## src/rtl/imem_loader.sv

```systemverilog
// rtl/imem_loader.sv - byte-stream to 32-bit instruction-memory writer; optional checksum via IMEM_LOADER_CHECKSUM_EN
module imem_loader #(
    parameter int CNT_W = 16
) (
    input  logic             clk,
    input  logic             reset,
    input  logic             start,
    input  logic [63:0]      base_addr,
    input  logic [CNT_W-1:0] num_words,
    input  logic             byte_valid,
    input  logic [7:0]       byte_data,
    output logic             byte_ready,
    output logic             imem_we,
    output logic [63:0]      imem_addr,
    output logic [31:0]      imem_wdata,
    output logic             core_hold,
    output logic             busy,
    output logic             done,
    output logic             err
);

    typedef enum logic [1:0] {
        S_IDLE  = 2'd0,
        S_LOAD  = 2'd1,
`ifdef IMEM_LOADER_CHECKSUM_EN
        S_CHECK = 2'd2,
`endif
        S_DONE  = 2'd3
    } state_t;

`ifdef IMEM_LOADER_CHECKSUM_EN
    localparam state_t AFTER_LOAD = S_CHECK;
`else
    localparam state_t AFTER_LOAD = S_DONE;
`endif

    state_t           state_q, state_d;
    logic [63:0]      base_q, base_d;
    logic [CNT_W-1:0] num_q, num_d;
    logic [CNT_W-1:0] cnt_q, cnt_d;
    logic [1:0]       idx_q, idx_d;
    logic [23:0]      word_q, word_d;
    logic             we_q, we_d;
    logic [63:0]      addr_q, addr_d;
    logic [31:0]      wdata_q, wdata_d;
    logic             hs;

`ifdef IMEM_LOADER_CHECKSUM_EN
    logic [7:0]       sum_q, sum_d;
    logic             err_q, err_d;
    assign byte_ready = (state_q == S_LOAD) || (state_q == S_CHECK);
    assign err        = err_q;
`else
    assign byte_ready = (state_q == S_LOAD);
    assign err        = 1'b0;
`endif

    assign hs         = byte_valid && byte_ready;
    assign busy       = (state_q != S_IDLE);
    assign core_hold  = busy;
    assign done       = (state_q == S_DONE);
    assign imem_we    = we_q;
    assign imem_addr  = addr_q;
    assign imem_wdata = wdata_q;

    always_comb begin
        state_d = state_q;
        base_d  = base_q;
        num_d   = num_q;
        cnt_d   = cnt_q;
        idx_d   = idx_q;
        word_d  = word_q;
        we_d    = 1'b0;
        addr_d  = addr_q;
        wdata_d = wdata_q;
`ifdef IMEM_LOADER_CHECKSUM_EN
        sum_d   = sum_q;
        err_d   = err_q;
`endif
        case (state_q)
            S_IDLE: begin
                if (start) begin
                    base_d = base_addr;
                    num_d  = num_words;
                    cnt_d  = '0;
                    idx_d  = 2'd0;
`ifdef IMEM_LOADER_CHECKSUM_EN
                    sum_d  = 8'd0;
                    err_d  = 1'b0;
`endif
                    state_d = (num_words == '0) ? AFTER_LOAD : S_LOAD;
                end
            end
            S_LOAD: begin
                if (hs) begin
                    idx_d = idx_q + 2'd1;
`ifdef IMEM_LOADER_CHECKSUM_EN
                    sum_d = sum_q + byte_data;
`endif
                    // Earlier bytes shift down so byte 0 lands in [7:0] once the word is full.
                    if (idx_q == 2'd3) begin
                        we_d    = 1'b1;
                        wdata_d = {byte_data, word_q};
                        addr_d  = base_q + 64'({cnt_q, 2'b00});
                        cnt_d   = cnt_q + CNT_W'(1);
                        if (cnt_d == num_q) begin
                            state_d = AFTER_LOAD;
                        end
                    end else begin
                        word_d = {byte_data, word_q[23:8]};
                    end
                end
            end
`ifdef IMEM_LOADER_CHECKSUM_EN
            S_CHECK: begin
                if (hs) begin
                    err_d   = (byte_data != sum_q);
                    state_d = S_DONE;
                end
            end
`endif
            S_DONE: begin
                state_d = S_IDLE;
            end
            default: begin
                state_d = S_IDLE;
            end
        endcase
    end

    always_ff @(posedge clk) begin
        if (reset) begin
            state_q <= S_IDLE;
            base_q  <= '0;
            num_q   <= '0;
            cnt_q   <= '0;
            idx_q   <= 2'd0;
            word_q  <= '0;
            we_q    <= 1'b0;
            addr_q  <= '0;
            wdata_q <= '0;
`ifdef IMEM_LOADER_CHECKSUM_EN
            sum_q   <= 8'd0;
            err_q   <= 1'b0;
`endif
        end else begin
            state_q <= state_d;
            base_q  <= base_d;
            num_q   <= num_d;
            cnt_q   <= cnt_d;
            idx_q   <= idx_d;
            word_q  <= word_d;
            we_q    <= we_d;
            addr_q  <= addr_d;
            wdata_q <= wdata_d;
`ifdef IMEM_LOADER_CHECKSUM_EN
            sum_q   <= sum_d;
            err_q   <= err_d;
`endif
        end
    end

endmodule
```

## config.mk

```make
export PLATFORM = sky130hd
export DESIGN_NAME = imem_loader
export DESIGN_NICKNAME = d
export VERILOG_FILES = /design/src/rtl/imem_loader.sv
export SDC_FILE = /design/constraint.sdc
export NUM_CORES = 1
export LEC_CHECK = 0
export ABC_AREA = 0
export ABC_CLOCK_PERIOD_IN_PS = 2400
export CAP_MARGIN = 20
export CORE_ASPECT_RATIO = 1.4
export CORE_MARGIN = 5
export CORE_UTILIZATION = 47
export DETAILED_ROUTE_END_ITERATION = 12
export HOLD_SLACK_MARGIN = 0.06
export PLACE_DENSITY = 0.81
export SETUP_SLACK_MARGIN = 0.05
export SLEW_MARGIN = 20
export SYNTH_ARGS = -nofsm -noshare
export SYNTH_HDL_FRONTEND = slang
export SYNTH_SLANG_ARGS = --single-unit
```

## constraint.sdc

```tcl
create_clock -name clk -period 2.4 [get_ports clk]
set_input_delay 0.48 -clock clk [delete_from_list [all_inputs] [get_ports clk]]
set_output_delay 0.48 -clock clk [all_outputs]
set_load 0.005 [all_outputs]
```

==> reports/metrics.cfg <==
[run_status]
status = finished with violations
violations = setup timing

[sta]
tightest_slew_ns = 0.6703
fin_ws_ns = -0.05568
setup_viol = 11
tns_ns = -0.3417
holdWs_ns = 0.3570
slew_headroom = 0.5531
hold_violations = 0
finalCritPeriodShare = 1.023
rsz0062_at_grt = true
post-route-min-period_ns = 2.456
slew_violations = 0
fmax_ghz = 0.4072
clock_skew_ns = 0.007424

[yosys]
yosysSeqAreaShare = 0.4370
syn_area_um2 = 10120
syn_avg_cell_area_um2 = 7.763
synth-async-reset-ratio = 0
synth_fp_nets = 1415
synthCells = 1304
synth.distinct_cells = 71
ys_seq_elements = 221
synth-edff-count = 0
yosys_warnings = 0
ys.flop_type = dfxtp_1

[cts]
cts_max_level = 1
cts_tree = built
cts.path.max_buffers = 3
ctsHoldBuffers = 0
clk_latency_ns = 0.50
clk_pin_slew_ns = 0.07
cts.sink_count = 221
cts-root-buf = clkbuf_16
cts_buffers = 22

[route]
drt_iter0_markers = 961
via_per_inst = 5.742
dr.pass1.iters = 7
detail-route-antenna-nets = 0
drc_errors = 0
wl_um = 31660
route.vias.total = 10421
wire_per_inst_um = 17.44

[pwr]
vdd_drop_max_v = 0.0006006
total_power_mw = 7.975
power_density_nw_per_um2 = 562.8
leakagePower_nw = 5.242

[global_route]
gr-total-overflow = 0
antenna_found_initial = 3
grt_max_degree = 81
grt_first_pass_wirelength_um = 48290
track_usage = 0.2356
grt_pass1_vias = 9957

[setup_path]
startpoint = cnt_q[10]$_SDFFE_PP0P_
required_ns = 2.83
endpoint_kind = register
arrival_ns = 2.89
r2r-start = cnt_q[10]$_SDFFE_PP0P_
worstSetupPathType = reg -> reg
critPathMaxFanout = 5
crit_path_start_kind = register

[floorplan]
coreArea_um2 = 21200
die_area_um2 = 24620
dieWidth_um = 134.0
fp-row-count = 63
die_y_um = 183.7
initial_core_util = 0.4774
io_pins = 194

[finish]
final_nets = 1650
final_cells = 1815
drive_gt1_frac = 0.1467
fin_area_um2 = 14170
area_delta_synth_final_pct = 39.98

[place]
port_buffers = 192
placed_cell_area_um2 = 12830
gp_congestion = 0.9060
hpwl_um = 20510
place_inst = 1756

[job]
drv_cap = 0

[min_path]
hp-start = reset
hp-class = in -> reg

[metal layers]
layer  track usage  wire length (µm)
met5             0                34
met4        0.1015              1610
met3       0.03341              1953
met2        0.4390             16350
met1        0.2668             11720
[cell usage after synthesis (4+ instances only)]
cell type  number  area (µm²)
o21a_1          4       30.03
o211ai_1        5       37.54
or3_1          10       62.56
a22oi_1         4       30.03
o21ai_0        76       380.4
xnor2_1        28       245.2
a21oi_1       207        1036
nand3b_1        4       30.03
nand3_1        27       135.1
a31oi_1        16       100.1
nand2_1       346        1299
dfxtp_1       221        4424
ha_1           18       225.2
and3_1         13       81.33
and2_1          4       25.02
o31ai_1         7       52.55
nor3_1         22       110.1
nand4_1        17       106.4
inv_1          12       45.04
xor2_1         26       227.7
buf_2           7       35.03
a211oi_1       10       75.07
nor2_1         41       153.9
nor4_1         17       106.4
a21o_1          5       37.54
or4_1           8       60.06
clkbuf_1       76       285.3
and4_1         11       96.34
[worst paths after layout]
check                                    end  slack, ns  depth (start not counted)
hold reg to reg    imem_addr[8]$_SDFFE_PP0P_       0.45                          2
setup reg to reg  imem_addr[59]$_SDFFE_PP0P_      -0.06                         10
setup / recovery  imem_addr[59]$_SDFFE_PP0P_      -0.06                         10
hold / removal       base_q[28]$_SDFFE_PP0P_       0.36                          2
[metrics by stage]
step           worst slack [ns]  utilization
2_1_floorplan          0.003702            -
3_3_place_gp            -0.1755       0.6049
3_5_place_dp            -0.2051       0.6049
4_1_cts                 0.01571       0.6532
5_1_grt                 -0.1315       0.6683
6_report               -0.05568       0.6683
[cells by family after synthesis]
kind of cell               after synthesis  share of synthesized area
xor gates and xnor gates                54                    0.04672
AOI/OAI and AO/OA                      358                     0.1970
adders and majority gates               19                    0.02422
DFF                                    221                     0.4370
other                                    1                  0.0003704
and+or+nand+nor                        548                     0.2508
buffers and inverters                  103                    0.04387
[critical path, cell delays in order, from the launching register on]
cell      delay, ns
dfxtp_2        0.34
ha_4           0.27
buf_6          0.10
and4_4         0.21
o211ai_1       0.14
o22a_1         0.25
o21a_1         0.23
buf_12         0.15
or4_4          0.41
xor2_1         0.15
a21oi_1        0.14
[final cells by class]
type | instances | area [µm²]
clock buffer | 34 | 676.9
multi-input combinational | 982 | 5739
antenna | 1 | 2.502
sequential | 221 | 4441
clock inverter | 5 | 53.80
tap | 260 | 325.3
inverter | 12 | 45.04
timing repair buffer | 300 | 2888
fill | 1713 | 7033
[power breakdown]
part	switching (mW)	total, mW	internal, mW
logic	0.326	0.629	0.302
registers	0.0960	3.85	3.75
clock network	1.45	3.50	2.05
total	1.87	7.98	6.10
[cells in the final DEF (no fill, tap or decap), types with 8 or more instances in the layout]
master             n
a21oi_1          205
a31oi_1           16
and3_1             9
and4_1             8
buf_4             89
buf_6             10
clkbuf_16         24
clkdlybuf4s50_1  191
dfxtp_1          210
dfxtp_2           10
ha_1              11
inv_1             11
nand2_1          344
nand3_1           27
nand4_1           17
nor2_1            38
nor3_1            16
nor4_1             8
o21ai_0           72
or3_1             10
xnor2_1           28
xor2_1            26
[state kept, by name, summed over array words and instances, names as in the netlist]
name	flops
word_q	24
state_q	2
imem_wdata	32
num_q	16
imem_we	1
base_q	64
imem_addr	64
idx_q	2
cnt_q	16
[repair_timing]
| item | 4_1_cts | 5_1_grt |
|---|---|---|
| resized for setup | 47 | 44 |
| buffers inserted | 13 | 5 |
| pin swaps | 26 | 31 |
| endpoints found under the setup margin | 38 | 45 |
| gates cloned | 1 | 2 |
(Power assumes the default switching activity.)
